## src/rtl/mac_array_pipelined.sv

```systemverilog
// ---------------------------------------------------------------------------
// mac_array_pipelined
//
// Multi-lane, two-stage pipelined signed multiply-accumulate engine. Each of
// the LANES lanes forms a dot product of signed activations and signed
// weights, accumulates with saturation, and on the last beat of a dot product
// rounds (half-up), shifts and saturates the sum into an OUT_WIDTH result.
// A single global advance signal moves both pipeline stages together, so the
// whole engine stalls as a unit when the output register is full.
//
// Ports
//   clk        : sole clock, rising edge
//   rst        : synchronous active-high reset, highest priority
//   clear      : synchronous flush of the partial accumulation and stage 1
//   in_valid   : input beat valid
//   in_ready   : input beat accepted when in_valid && in_ready (combinational)
//   in_last    : beat closes the current dot product
//   data_in    : LANES packed signed activations, lane i at [i*DATA_WIDTH +: DATA_WIDTH]
//   weight_in  : LANES packed signed weights, lane i at [i*WEIGHT_WIDTH +: WEIGHT_WIDTH]
//   out_valid  : result held in the output register
//   out_ready  : downstream accepts the result
//   out_data   : LANES packed quantised results
//   out_ovf    : per-lane sticky accumulator saturation flag for this result
//   out_count  : beats in this result, saturating at all-ones
//
// Parameter constraints: ACC_WIDTH >= DATA_WIDTH + WEIGHT_WIDTH,
// 2 <= OUT_WIDTH <= ACC_WIDTH, 0 <= SHIFT <= ACC_WIDTH-1.
// ---------------------------------------------------------------------------
module mac_array_pipelined #(
   parameter int DATA_WIDTH   = 16,
   parameter int WEIGHT_WIDTH = 8,
   parameter int ACC_WIDTH    = 24,
   parameter int OUT_WIDTH    = 16,
   parameter int SHIFT        = 4,
   parameter int LANES        = 4,
   parameter int COUNT_WIDTH  = 8
) (
   input  logic                          clk,
   input  logic                          rst,
   input  logic                          clear,
   input  logic                          in_valid,
   output logic                          in_ready,
   input  logic                          in_last,
   input  logic [LANES*DATA_WIDTH-1:0]   data_in,
   input  logic [LANES*WEIGHT_WIDTH-1:0] weight_in,
   output logic                          out_valid,
   input  logic                          out_ready,
   output logic [LANES*OUT_WIDTH-1:0]    out_data,
   output logic [LANES-1:0]              out_ovf,
   output logic [COUNT_WIDTH-1:0]        out_count
);

   localparam int PROD_WIDTH = DATA_WIDTH + WEIGHT_WIDTH;
   localparam int WIDE_WIDTH = ACC_WIDTH + 1;

   localparam logic signed [ACC_WIDTH-1:0] ACC_MAX = {1'b0, {(ACC_WIDTH-1){1'b1}}};
   localparam logic signed [ACC_WIDTH-1:0] ACC_MIN = {1'b1, {(ACC_WIDTH-1){1'b0}}};
   localparam logic signed [OUT_WIDTH-1:0] OUT_MAX = {1'b0, {(OUT_WIDTH-1){1'b1}}};
   localparam logic signed [OUT_WIDTH-1:0] OUT_MIN = {1'b1, {(OUT_WIDTH-1){1'b0}}};

   // Half an LSB of the shifted result; (1 << SHIFT) >> 1 yields zero when
   // SHIFT is zero, so no rounding is applied in that build.
   localparam logic signed [WIDE_WIDTH-1:0] ROUND_BIAS = WIDE_WIDTH'((1 << SHIFT) >> 1);

   localparam logic [COUNT_WIDTH-1:0] COUNT_MAX = {COUNT_WIDTH{1'b1}};

   // Stage 1 registers
   logic                         pValid;
   logic                         pLast;
   logic signed [PROD_WIDTH-1:0] pProd [LANES];

   // Stage 2 accumulation state
   logic signed [ACC_WIDTH-1:0]  acc [LANES];
   logic [LANES-1:0]             ovf;
   logic [COUNT_WIDTH-1:0]       cnt;

   // Combinational working values
   logic                         adv;
   logic                         stage2Fire;
   logic                         resultFire;
   logic signed [PROD_WIDTH-1:0] dataExt   [LANES];
   logic signed [PROD_WIDTH-1:0] weightExt [LANES];
   logic signed [PROD_WIDTH-1:0] prodNext  [LANES];
   logic signed [WIDE_WIDTH-1:0] sumWide   [LANES];
   logic signed [ACC_WIDTH-1:0]  sumClamp  [LANES];
   logic signed [WIDE_WIDTH-1:0] roundSum  [LANES];
   logic signed [WIDE_WIDTH-1:0] qWide     [LANES];
   logic signed [OUT_WIDTH-1:0]  qOut      [LANES];
   logic [LANES-1:0]             laneHit;
   logic [COUNT_WIDTH-1:0]       cntInc;

   // The whole engine advances together: it moves only when the output
   // register can take a new result and no flush is in progress. The same
   // condition is exposed as in_ready so an accepted beat always has a slot.
   assign adv        = (!out_valid || out_ready) && !clear;
   assign in_ready   = adv;
   assign stage2Fire = adv && pValid;
   assign resultFire = stage2Fire && pLast;

   // Per-lane products for stage 1. Both operands are sign-extended to the
   // full product width first so the multiply is exact and lint-clean.
   always_comb begin
      for (int i = 0; i < LANES; i++) begin
         dataExt[i]   = PROD_WIDTH'($signed(data_in[i*DATA_WIDTH +: DATA_WIDTH]));
         weightExt[i] = PROD_WIDTH'($signed(weight_in[i*WEIGHT_WIDTH +: WEIGHT_WIDTH]));
         prodNext[i]  = dataExt[i] * weightExt[i];
      end
   end

   // Stage 2 arithmetic. The sum is formed one bit wider than the accumulator
   // so overflow is visible, then clamped back into accumulator range. The
   // quantiser works on the clamped value, again one bit wider so adding the
   // rounding bias to a near-maximum sum cannot wrap, then saturates the
   // shifted value into the output width.
   always_comb begin
      laneHit = '0;
      for (int i = 0; i < LANES; i++) begin
         sumWide[i] = WIDE_WIDTH'(acc[i]) + WIDE_WIDTH'(pProd[i]);
         sumClamp[i] = '0;
         if (sumWide[i] > WIDE_WIDTH'(ACC_MAX)) begin
            sumClamp[i] = ACC_MAX;
            laneHit[i]  = 1'b1;
         end else if (sumWide[i] < WIDE_WIDTH'(ACC_MIN)) begin
            sumClamp[i] = ACC_MIN;
            laneHit[i]  = 1'b1;
         end else begin
            sumClamp[i] = sumWide[i][ACC_WIDTH-1:0];
         end

         roundSum[i] = WIDE_WIDTH'(sumClamp[i]) + ROUND_BIAS;
         qWide[i]    = roundSum[i] >>> SHIFT;
         qOut[i]     = '0;
         if (qWide[i] > WIDE_WIDTH'(OUT_MAX)) begin
            qOut[i] = OUT_MAX;
         end else if (qWide[i] < WIDE_WIDTH'(OUT_MIN)) begin
            qOut[i] = OUT_MIN;
         end else begin
            qOut[i] = qWide[i][OUT_WIDTH-1:0];
         end
      end
   end

   // Beat counter increment, held at all-ones once it saturates.
   always_comb begin
      cntInc = cnt;
      if (cnt != COUNT_MAX) begin
         cntInc = cnt + COUNT_WIDTH'(1);
      end
   end

   // Stage 1 register: captures the beat and its products whenever the
   // engine advances. A flush kills the in-flight beat so it never reaches
   // the accumulator; the product values themselves are don't-care then.
   always_ff @(posedge clk) begin
      if (rst) begin
         pValid <= 1'b0;
         pLast  <= 1'b0;
         pProd  <= '{default: '0};
      end else if (clear) begin
         pValid <= 1'b0;
      end else if (adv) begin
         pValid <= in_valid;
         pLast  <= in_last;
         pProd  <= prodNext;
      end
   end

   // Stage 2 accumulation: fold the stage-1 product into each lane. On the
   // last beat the state restarts from zero in the same edge, which is what
   // lets single-beat dot products run back to back at full rate.
   always_ff @(posedge clk) begin
      if (rst || clear) begin
         acc <= '{default: '0};
         ovf <= '0;
         cnt <= '0;
      end else if (stage2Fire) begin
         if (pLast) begin
            acc <= '{default: '0};
            ovf <= '0;
            cnt <= '0;
         end else begin
            acc <= sumClamp;
            ovf <= ovf | laneHit;
            cnt <= cntInc;
         end
      end
   end

   // Output register. A new result may replace one being accepted in the
   // same edge; otherwise an accepted result simply empties the register.
   // The payload only changes when a new result loads, so it is stable for
   // as long as the result waits for out_ready.
   always_ff @(posedge clk) begin
      if (rst) begin
         out_valid <= 1'b0;
         out_data  <= '0;
         out_ovf   <= '0;
         out_count <= '0;
      end else if (resultFire) begin
         out_valid <= 1'b1;
         for (int i = 0; i < LANES; i++) begin
            out_data[i*OUT_WIDTH +: OUT_WIDTH] <= qOut[i];
         end
         out_ovf   <= ovf | laneHit;
         out_count <= cntInc;
      end else if (out_valid && out_ready) begin
         out_valid <= 1'b0;
      end
   end

endmodule

```

## config.mk

```make
export PLATFORM = sky130hd
export DESIGN_NAME = mac_array_pipelined
export DESIGN_NICKNAME = d
export VERILOG_FILES = /design/src/rtl/mac_array_pipelined.sv
export SDC_FILE = /design/constraint.sdc
export NUM_CORES = 2
export LEC_CHECK = 0
export CAP_MARGIN = 10
export CORE_MARGIN = 2
export CORE_UTILIZATION = 40
export DETAILED_ROUTE_END_ITERATION = 16
export SYNTH_ARGS = -nofsm -noshare
export SYNTH_HDL_FRONTEND = slang
export SYNTH_SLANG_ARGS = --single-unit
```

## constraint.sdc

```tcl
create_clock -name clk -period 6.1 [get_ports clk]
set_clock_uncertainty 0.05 [all_clocks]
set_input_delay 1.22 -clock clk [delete_from_list [all_inputs] [get_ports clk]]
set_output_delay 1.22 -clock clk [all_outputs]
set_load 0.01 [all_outputs]
```

==> results.json <==
{
  "avgViaCountPerCell": 5.29,
  "io_buffers": 179,
  "worstSkewPairLatency_ps": 570,
  "hp-class": "reg2reg",
  "synth_fp_nets": 5218,
  "vias": 31500,
  "synth_seq_area_share_pct": 15.7,
  "worstReg2RegStart": "pProd[32]",
  "power_mw": 14.2,
  "synth-edff-count": 0,
  "drv_slew": 0,
  "remaining_drc_errors": 0,
  "overflow": 0,
  "die_h_um": 305,
  "required_ps": 6540,
  "maxSlewHeadroom_pct": 24.8,
  "critical_path.startpoint_type": "primary input",
  "fin_area_um2": 42700,
  "timing.hold.ws_ps": 406,
  "initial_core_util_pct": 40.3,
  "core_area_um2": 89700,
  "htree_levels": 2,
  "cts_buffer_depth": 3,
  "area_growth_pct": 18.1,
  "dr.pass1.iters": 6,
  "maxCapViolCount": 0,
  "netlist_area_um2": 36100,
  "cts_hold_buf": 0,
  "place_congestion": 0.940,
  "grt_pass1_wl_um": 162000,
  "fin_util_pct": 47.6,
  "dpl-instance-area_um2": 40900,
  "post-dp-hpwl_um": 78200,
  "ctsRootBufferMaster": "clkbuf_16",
  "swShare_pct": 43.5,
  "hold_viol_final": 0,
  "wire_per_inst_um": 16.5,
  "grt_max_degree": 64,
  "nets": 5561,
  "cellInternalPower_mw": 8.01,
  "grt_usage_pct": 21.0,
  "p_leak_nw": 19.6,
  "die_x_um": 305,
  "worstSetupStartpoint": "weight_in[20]",
  "setup_violations": 0,
  "numCtsBuffers": 36,
  "fillers": 8910,
  "ir_drop_uv": 236,
  "cp_max_fo": 4,
  "layout_min_cycle_time_ps": 5890,
  "slowest_stage": "fa_1",
  "synth.distinct_cells": 96,
  "avgSynthCellArea_um2": 8.18,
  "fin_crit_sh_pct": 96.6,
  "status": "finished, final reports clean",
  "p_comb_share_pct": 68.8,
  "io_pins": 180,
  "synth_seq_cells": 283,
  "cts.reportedPaths.clkPinSlew_ps": 60,
  "wirelength_um": 98200,
  "hold_start": "acc[48]",
  "multi_input_area_um2": 28100,
  "drt_iter0_markers": 1927,
  "synth-async-reset-ratio_pct": 0,
  "worstPathCellList": "clkdlybuf4s15_1 > and2_4 > fa_2 > inv_2 > fa_1 > fa_1 > fa_1 > inv_1 > ha_1 > buf_4 > a21oi_4 > o21ai_2 > a21oi_4 > o21ai_2 > a21oi_2 > o2111ai_2 > a31oi_2 > nor2b_1 > o21a_1 > o41a_1 > a31o_2 > xnor2_1 > a211oi_1",
  "seq_power_share_pct": 15.5,
  "crit_arrival_ps": 6330,
  "seqCellArea_um2": 5670,
  "synth_warnings": 0,
  "ant_nets": 0,
  "synthCells": 4419,
  "p_sw_mw": 6.17,
  "powerDensity_nw_per_um2": 332,
  "cp-end-kind": "flip-flop",
  "cts_tree": "yes",
  "cts.sinks": 283,
  "p_clk_share_pct": 15.8,
  "drive_above_1_share_pct": 10.3,
  "antenna_found_initial": 1,
  "critPathMaxStageDelay_ps": 550,
  "synthFlopType": "dfxtp_1",
  "critPathKind": "in2reg",
  "cpMostUsedCell": "fa_1",
  "tightestPinTransition_ps": 1120,
  "die_area_um2": 92700,
  "grt_pass1_vias": 31400,
  "max_freq_mhz": 170,
  "rows": 110
}
[worst max-delay path, delay by kind of cell]
kind	cells	cell delay, ps
compound gates	11	2100
fa+ha+maj	5	2150
buf+inv	4	490
xor+xnor	1	120
simple gates	2	230
[flip-flops by register name (all words and copies together), names as in the netlist]
| name | count |
|---|---|
| cnt | 8 |
| ovf | 4 |
| out_ovf | 4 |
| pProd | 96 |
| out_count | 8 |
| acc | 96 |
| out_valid | 1 |
| pLast | 1 |
| out_data | 64 |
| pValid | 1 |
[layer usage]
layer  wire length (um)  GRT usage (%)  part of all wire [%]
met1              46100           29.3                    47
met5                  0              0                     0
met3               4990           2.66                   5.1
met2              45800           35.4                    47
met4               1310           3.50                   1.3
[power groups by stage]
stage | clock network (mW) | logic, mW | registers, mW
after floorplan | 0 | 6.59 | 2.17
after global placement | 0 | 9.20 | 2.23
after detailed placement | 0 | 9.27 | 2.24
after CTS | 2.30 | 9.43 | 2.20
after global routing | 2.37 | 11.1 | 2.21
final | 2.24 | 9.75 | 2.19
[metrics by stage]
stage	setup slack, ps	TNS [ps]	std cells
4_1_cts	5.84	0	5959
3_5_place_dp	-860	-18900	5893
2_1_floorplan	-48.9	-48.9	4419
3_3_place_gp	-817	-17530	5893
5_1_grt	-51.1	-141	5965
6_report	210	0	5966
[layout make-up]
class | instances | share of cell area (%)
inverter | 553 | 4.87
timing repair buffer | 478 | 9.71
antenna | 2 | 0.0117
tap | 1176 | 3.45
clock inverter | 14 | 0.437
clock buffer | 50 | 2.45
sequential | 283 | 13.3
multi-input combinational | 3410 | 65.8
[placed cells by master, fill, tap and decap left out, types with 16 or more instances in the layout]
master,instances
a31oi_1,34
or3_1,21
o21a_1,24
xnor2_1,127
maj3_1,41
and2_1,326
clkdlybuf4s50_1,123
and3_1,20
buf_4,291
o21ai_2,16
nor2b_1,25
nand2_1,451
dlymetal6s2s_1,40
nand2b_1,74
dfxtp_1,283
a221o_1,28
o211ai_1,34
inv_1,545
a211oi_1,37
nand4_1,27
nor3_1,88
nand3_1,94
ha_1,276
fa_1,412
a22oi_1,69
o21ai_0,139
clkbuf_16,36
a21o_1,61
xor2_1,50
a21oi_1,269
nor2_1,342
[timing repair]
action	CTS	global route
endpoints found under the setup margin	20	28
gates resized for setup	35	149
pin swaps	10	94
setup buffers	2	6
[kinds of logic after synthesis]
kind of cell               after synthesis  synth area share, %
AOI/OAI and AO/OA                      916                 16.7
xor gates and xnor gates               178                 4.32
adders and majority gates              738                 33.9
buffers and inverters                  726                 7.75
DFF                                    283                 15.7
muxes                                   13                0.364
and+or+nand+nor                       1565                 21.3
[Yosys cell counts, types with 94 or more instances]
master / number / area [um2]
inv_1: 552 / 2070
nand2_1: 454 / 1700
fa_1: 416 / 8330
nor2_1: 344 / 1290
and2_1: 329 / 2060
dfxtp_1: 283 / 5670
a21oi_1: 282 / 1410
ha_1: 281 / 3520
o21ai_0: 160 / 801
clkbuf_1: 151 / 567
xnor2_1: 128 / 1120
nand3_1: 94 / 470
[worst paths after layout]
kind,end,slack [ps],depth (start not counted)
worst min register to register,acc[48],410,2
worst min-delay path,acc[48],410,2
worst max-delay path,pProd[47],210,23
worst max register to register,out_data[40],490,21
Power figures use the tool's default switching activity.
